### src/rtl/adc_valid_strobe_mc.sv
// Multi-channel ADC-valid strobe generator: synchronises each valid level, detects
// the selected edge, decimates events and captures the ADC word on every kept event.
module adc_valid_strobe_mc #(
   parameter int N_CH        = 2,
   parameter int DATA_W      = 12,
   parameter int SYNC_STAGES = 2,
   parameter int DECIM_W     = 4,
   parameter int STUCK_W     = 8
) (
   input  logic                     clk,
   input  logic                     reset,
   input  logic [N_CH-1:0]          valid_adc,
   input  logic [N_CH*DATA_W-1:0]   data_adc,
   input  logic [1:0]               mode,
   input  logic [DECIM_W-1:0]       decim,
   input  logic [STUCK_W-1:0]       stuck_limit,
   input  logic                     clr_err,
   output logic [N_CH-1:0]          ready_adc,
   output logic [N_CH*DATA_W-1:0]   sample_data,
   output logic [N_CH-1:0]          stuck_err
);

   typedef enum logic [1:0] {
      ST_IDLE  = 2'd0,
      ST_HIGH  = 2'd1,
      ST_STUCK = 2'd2
   } state_t;

   // Mode 11 falls back to rising-only, so only 01 suppresses rising events.
   logic               rise_en;
   logic               fall_en;
   logic               wdog_en;
   logic [STUCK_W-1:0] limit_m1;

   assign rise_en  = (mode != 2'b01);
   assign fall_en  = (mode == 2'b01) || (mode == 2'b10);
   assign wdog_en  = (stuck_limit != '0);
   assign limit_m1 = stuck_limit - STUCK_W'(1);

   for (genvar c = 0; c < N_CH; c++) begin : g_ch
      logic [SYNC_STAGES-1:0] sync_q;
      logic                   valid_s;
      state_t                 state_q, state_d;
      logic [STUCK_W-1:0]     hcnt_q, hcnt_d;
      logic [DECIM_W-1:0]     dcnt_q, dcnt_d;
      logic                   ready_q, ready_d;
      logic                   err_q, err_d;
      logic [DATA_W-1:0]      data_q, data_d;
      logic                   rise_ev, fall_ev, stuck_ev, qual_ev;

      assign valid_s = sync_q[SYNC_STAGES-1];

      always_comb begin
         state_d  = state_q;
         hcnt_d   = hcnt_q;
         dcnt_d   = dcnt_q;
         data_d   = data_q;
         ready_d  = 1'b0;
         rise_ev  = 1'b0;
         fall_ev  = 1'b0;
         stuck_ev = 1'b0;

         case (state_q)
            ST_IDLE: begin
               if (valid_s) begin
                  state_d = ST_HIGH;
                  hcnt_d  = '0;
                  rise_ev = 1'b1;
               end
            end
            ST_HIGH: begin
               // A falling level takes priority over a watchdog expiry in the same cycle.
               if (!valid_s) begin
                  state_d = ST_IDLE;
                  fall_ev = 1'b1;
               end else if (wdog_en && (hcnt_q == limit_m1)) begin
                  state_d  = ST_STUCK;
                  stuck_ev = 1'b1;
               end else begin
                  hcnt_d = hcnt_q + STUCK_W'(1);
               end
            end
            ST_STUCK: begin
               if (!valid_s) state_d = ST_IDLE;
            end
            default: state_d = ST_IDLE;
         endcase

         qual_ev = (rise_ev && rise_en) || (fall_ev && fall_en);

         // >= lets a lowered ratio take effect on the very next event.
         if (qual_ev) begin
            if (dcnt_q >= decim) begin
               ready_d = 1'b1;
               dcnt_d  = '0;
               data_d  = data_adc[c*DATA_W +: DATA_W];
            end else begin
               dcnt_d = dcnt_q + DECIM_W'(1);
            end
         end

         if (stuck_ev)     err_d = 1'b1;
         else if (clr_err) err_d = 1'b0;
         else              err_d = err_q;
      end

      always_ff @(posedge clk) begin
         if (reset) begin
            sync_q  <= '0;
            state_q <= ST_IDLE;
            hcnt_q  <= '0;
            dcnt_q  <= '0;
            ready_q <= 1'b0;
            err_q   <= 1'b0;
            data_q  <= '0;
         end else begin
            sync_q  <= {sync_q[SYNC_STAGES-2:0], valid_adc[c]};
            state_q <= state_d;
            hcnt_q  <= hcnt_d;
            dcnt_q  <= dcnt_d;
            ready_q <= ready_d;
            err_q   <= err_d;
            data_q  <= data_d;
         end
      end

      assign ready_adc[c]                     = ready_q;
      assign stuck_err[c]                     = err_q;
      assign sample_data[c*DATA_W +: DATA_W]  = data_q;
   end

endmodule

### config.mk
export PLATFORM = sky130hd
export DESIGN_NAME = adc_valid_strobe_mc
export DESIGN_NICKNAME = d
export VERILOG_FILES = /design/src/rtl/adc_valid_strobe_mc.sv
export SDC_FILE = /design/constraint.sdc
export NUM_CORES = 1
export LEC_CHECK = 0
export CAP_MARGIN = 20
export CORE_MARGIN = 8
export CORE_UTILIZATION = 55
export CTS_CLUSTER_DIAMETER = 150
export DETAILED_ROUTE_END_ITERATION = 8
export DONT_BUFFER_PORTS = 1
export GPL_TIMING_DRIVEN = 0
export PLACE_DENSITY = 0.83
export REMOVE_ABC_BUFFERS = 1
export SETUP_SLACK_MARGIN = 0.15
export SYNTH_ARGS = -nofsm -noshare
export SYNTH_HDL_FRONTEND = slang
export SYNTH_SLANG_ARGS = --single-unit
export TNS_END_PERCENT = 10
### constraint.sdc
create_clock -name clk -period 2.9 [get_ports clk]
set_clock_uncertainty 0.05 [all_clocks]
set_input_delay 0.58 -clock clk [delete_from_list [all_inputs] [get_ports clk]]
set_output_delay 0.58 -clock clk [all_outputs]
set_load 0.02 [all_outputs]
==> flow_summary.toml <==
[logic_synthesis]
post_synth_num_cell_types = 51
yosysSeqAreaShare_pct = 39.5
synth_fa_ha_area_share_pct = 6.17
synth_area_leader_cell = "dfxtp_1"
yosys_warnings = 0
synth-edff-count = 0
synthMuxAreaShare_pct = 9.58
synthTopCellsByArea = "dfxtp_1 39%, mux2i_1 9.2%, ha_1 6.2%"
syn_area_per_cell_um2 = 9.28
synth_compound_area_share_pct = 9.79
synth_top_family_by_area = "simple AND/OR/NAND/NOR gates"
syn_inst = 328
synth-simple-area-share_pct = 22.5
ys_ff_latch = 60
yosysTopAreaCellShare_pct = 39.5
async_flop_share_pct = 0
netlist_area_mm2 = 0.00304
synth-xor-area-share_pct = 7.94
synth_flop_cell = "dfxtp_1"

[drt]
ant_nets = 0
first_iter_violations = 101
route.detailed.drc = 0
routed_wl_mm = 6.54
num_vias = 2292
avgRoutedWirePerCell_um = 16.3
via_per_inst = 5.70
dr.pass1.iters = 7

[die]
die_y_um = 90.4
fp.dieW_um = 90.4
die_area_mm2 = 0.00817
ios = 71
initial_core_util_pct = 55.9
fp.coreArea_mm2 = 0.00544
placementRows = 27

[sta]
finalSetupTns_ns = 0
grt_setup_unrepaired = "no"
slew_violations = 0
slew_headroom_pct = 57.3
fmax_mhz = 393
hold_viol_final = 0
whs_ns = 0.251
post-route-period-util_pct = 87.7
layout_min_cycle_time_ns = 2.54
max_slew.worst_pin.slew_ns = 0.636
setup_viol = 0

[critical_path]
required_ns = 3.13
cp-start-kind = "input pin"
crit_type = "in -> reg"
worstReg2RegStart = "g_ch[1].dcnt_q[0]$_SDFFE_PP0N_"
cp_data_arrival_time_ns = 2.77
critPathMaxFanout = 15
startpoint = "stuck_limit[0]"
endpoint_kind = "flip-flop"

[final_layout]
fill_cells = 455
multi_input_area_mm2 = 0.00172
instances_no_fill = 402
drive_gt1_share_pct = 10.3
area_growth_pct = 9.29
diodes = 0
nNetsFinal = 383
utilization_pct = 61.1
seq_area_mm2 = 0.00120
final_cell_mix = "60 x dfxtp_1, 43 x nor2_1, 28 x mux2i_1, 19 x a21oi_1, 15 x ha_1"
final_common_cell = "dfxtp_1"
fin_area_mm2 = 0.00333

[status]
status = "finished, final reports clean"

[clock_tree]
cts_tree = "yes"
htreeDepth = 3
cts_root_buf = "clkbuf_8"
clk_latency_ns = 0.34
cts_buffers = 9
clk_pin_slew_worst_paths_ns = 0.07
clock_path_buffers = 2
cts.sinks = 60

[global_route]
grt_overflow = 0
grt_antenna_before_repair = 0
grt_pass1_vias = 2410
grtUsageTotal_pct = 16.2
grt_pass1_wl_mm = 11.0
grt_max_degree = 52

[power]
swShare_pct = 23.2
leakage_nw = 1.27
clockPowerShare_pct = 48.3
seq_power_share_pct = 46.4
pwr-share-comb_pct = 5.3
p_int_mw = 1.39
ir_drop_uv = 337
power_switching_mw = 0.420
pwr_density_cell_mw_per_mm2 = 546

[place]
gp_congestion = 0.819
hpwl_mm = 4.67
place_inst = 385
dpl_cell_area_mm2 = 0.00307
port_buffers = 0

[min_path]
hold_class = "in -> reg"
min_from = "reset"

[flow_run]
cap_violations = 0
-- cells by family after synthesis --
group	Yosys count
simple gates	129
flops	60
compound gates	46
mux	29
buf+inv	28
xor+xnor	21
fa+ha+maj	15
-- worst max-delay path, stage by stage --
cell and delay [ns]:
inv_1 0.06, ha_1 0.22, nor3b_2 0.27, nor3b_1 0.35, xor3_1 0.22, a2111o_1 0.20
o21ai_4 0.09, buf_12 0.16, or4_1 0.49, a21oi_1 0.14
-- per-stage QoR --
stage,worst slack (ns),total power [mW]
2_1_floorplan,-0.185,0.936
3_3_place_gp,-0.580,0.948
3_5_place_dp,-0.129,0.954
4_1_cts,0.221,1.83
5_1_grt,0.207,1.88
6_report,0.358,1.81
-- layer usage --
metal	global-route usage, %	part of all wire (%)
met2	26.5	47
met3	7.73	10
met5	0	0
met1	17.8	42
met4	5.69	0.84
-- final cells by class --
type	instances	area share (%)
Multi-Input combinational cell	240	51.7
Sequential cell	60	36.1
Clock buffer	10	4.14
Clock inverter	6	2.82
Tap cell	72	2.71
Timing Repair Buffer	3	1.28
Inverter	11	1.24
-- cells in the mapped netlist, types with 2 or more instances --
library cell	instances
xor2_1	12
nand4_1	5
o21ai_1	5
nand3_1	8
xor3_1	2
xnor2_1	5
and3_1	2
nor3_1	12
a21oi_1	19
nand2_1	12
inv_1	11
buf_2	2
nor3b_1	7
nor2_4	2
nand2b_1	5
clkbuf_1	8
buf_4	4
ha_1	15
a21o_1	5
o21ai_0	3
or3_1	9
mux2i_1	28
nor4_1	3
or2_2	4
nor2_1	43
nor2b_1	8
buf_6	2
or4_1	2
o31ai_1	3
dfxtp_1	60
xnor3_1	2
-- registers in the layout, summed over array words and instances, names as in the netlist --
register	count
g_ch.err_q	2
g_ch.data_q	24
g_ch.hcnt_q	16
g_ch.state_q	4
g_ch.ready_q	2
g_ch.sync_q	4
g_ch.dcnt_q	8
-- what timing repair did --
| item | in CTS | in global routing |
|---|---|---|
| resized for setup | 0 | 1 |
| setup endpoints to repair | 0 | 8 |
| hold buffers | 0 | 0 |
| buffers inserted | 0 | 1 |
| endpoints found under the hold margin | 0 | 0 |
-- power by group through the flow --
stage | Sequential [mW] | Combinational (mW) | Clock [mW]
2_1_floorplan | 0.859 | 0.0767 | 0
3_3_place_gp | 0.861 | 0.0866 | 0
3_5_place_dp | 0.861 | 0.0926 | 0
4_1_cts | 0.842 | 0.0944 | 0.893
5_1_grt | 0.843 | 0.108 | 0.933
6_report | 0.842 | 0.0966 | 0.876
-- final timing paths --
| kind | to | slack, ns | cells past startpoint |
|---|---|---|---|
| min reg2reg | g_ch[1].sync_q[1]$_SDFF_PP0_ | 0.40 | 1 |
| max | g_ch[1].hcnt_q[7]$_SDFFE_PP0P_ | 0.36 | 10 |
| max reg2reg | g_ch[1].data_q[1]$_SDFFE_PP0P_ | 0.56 | 10 |
| min | g_ch[0].data_q[8]$_SDFFE_PP0P_ | 0.25 | 1 |
No activity file was read; power rests on OpenSTA's default activity.
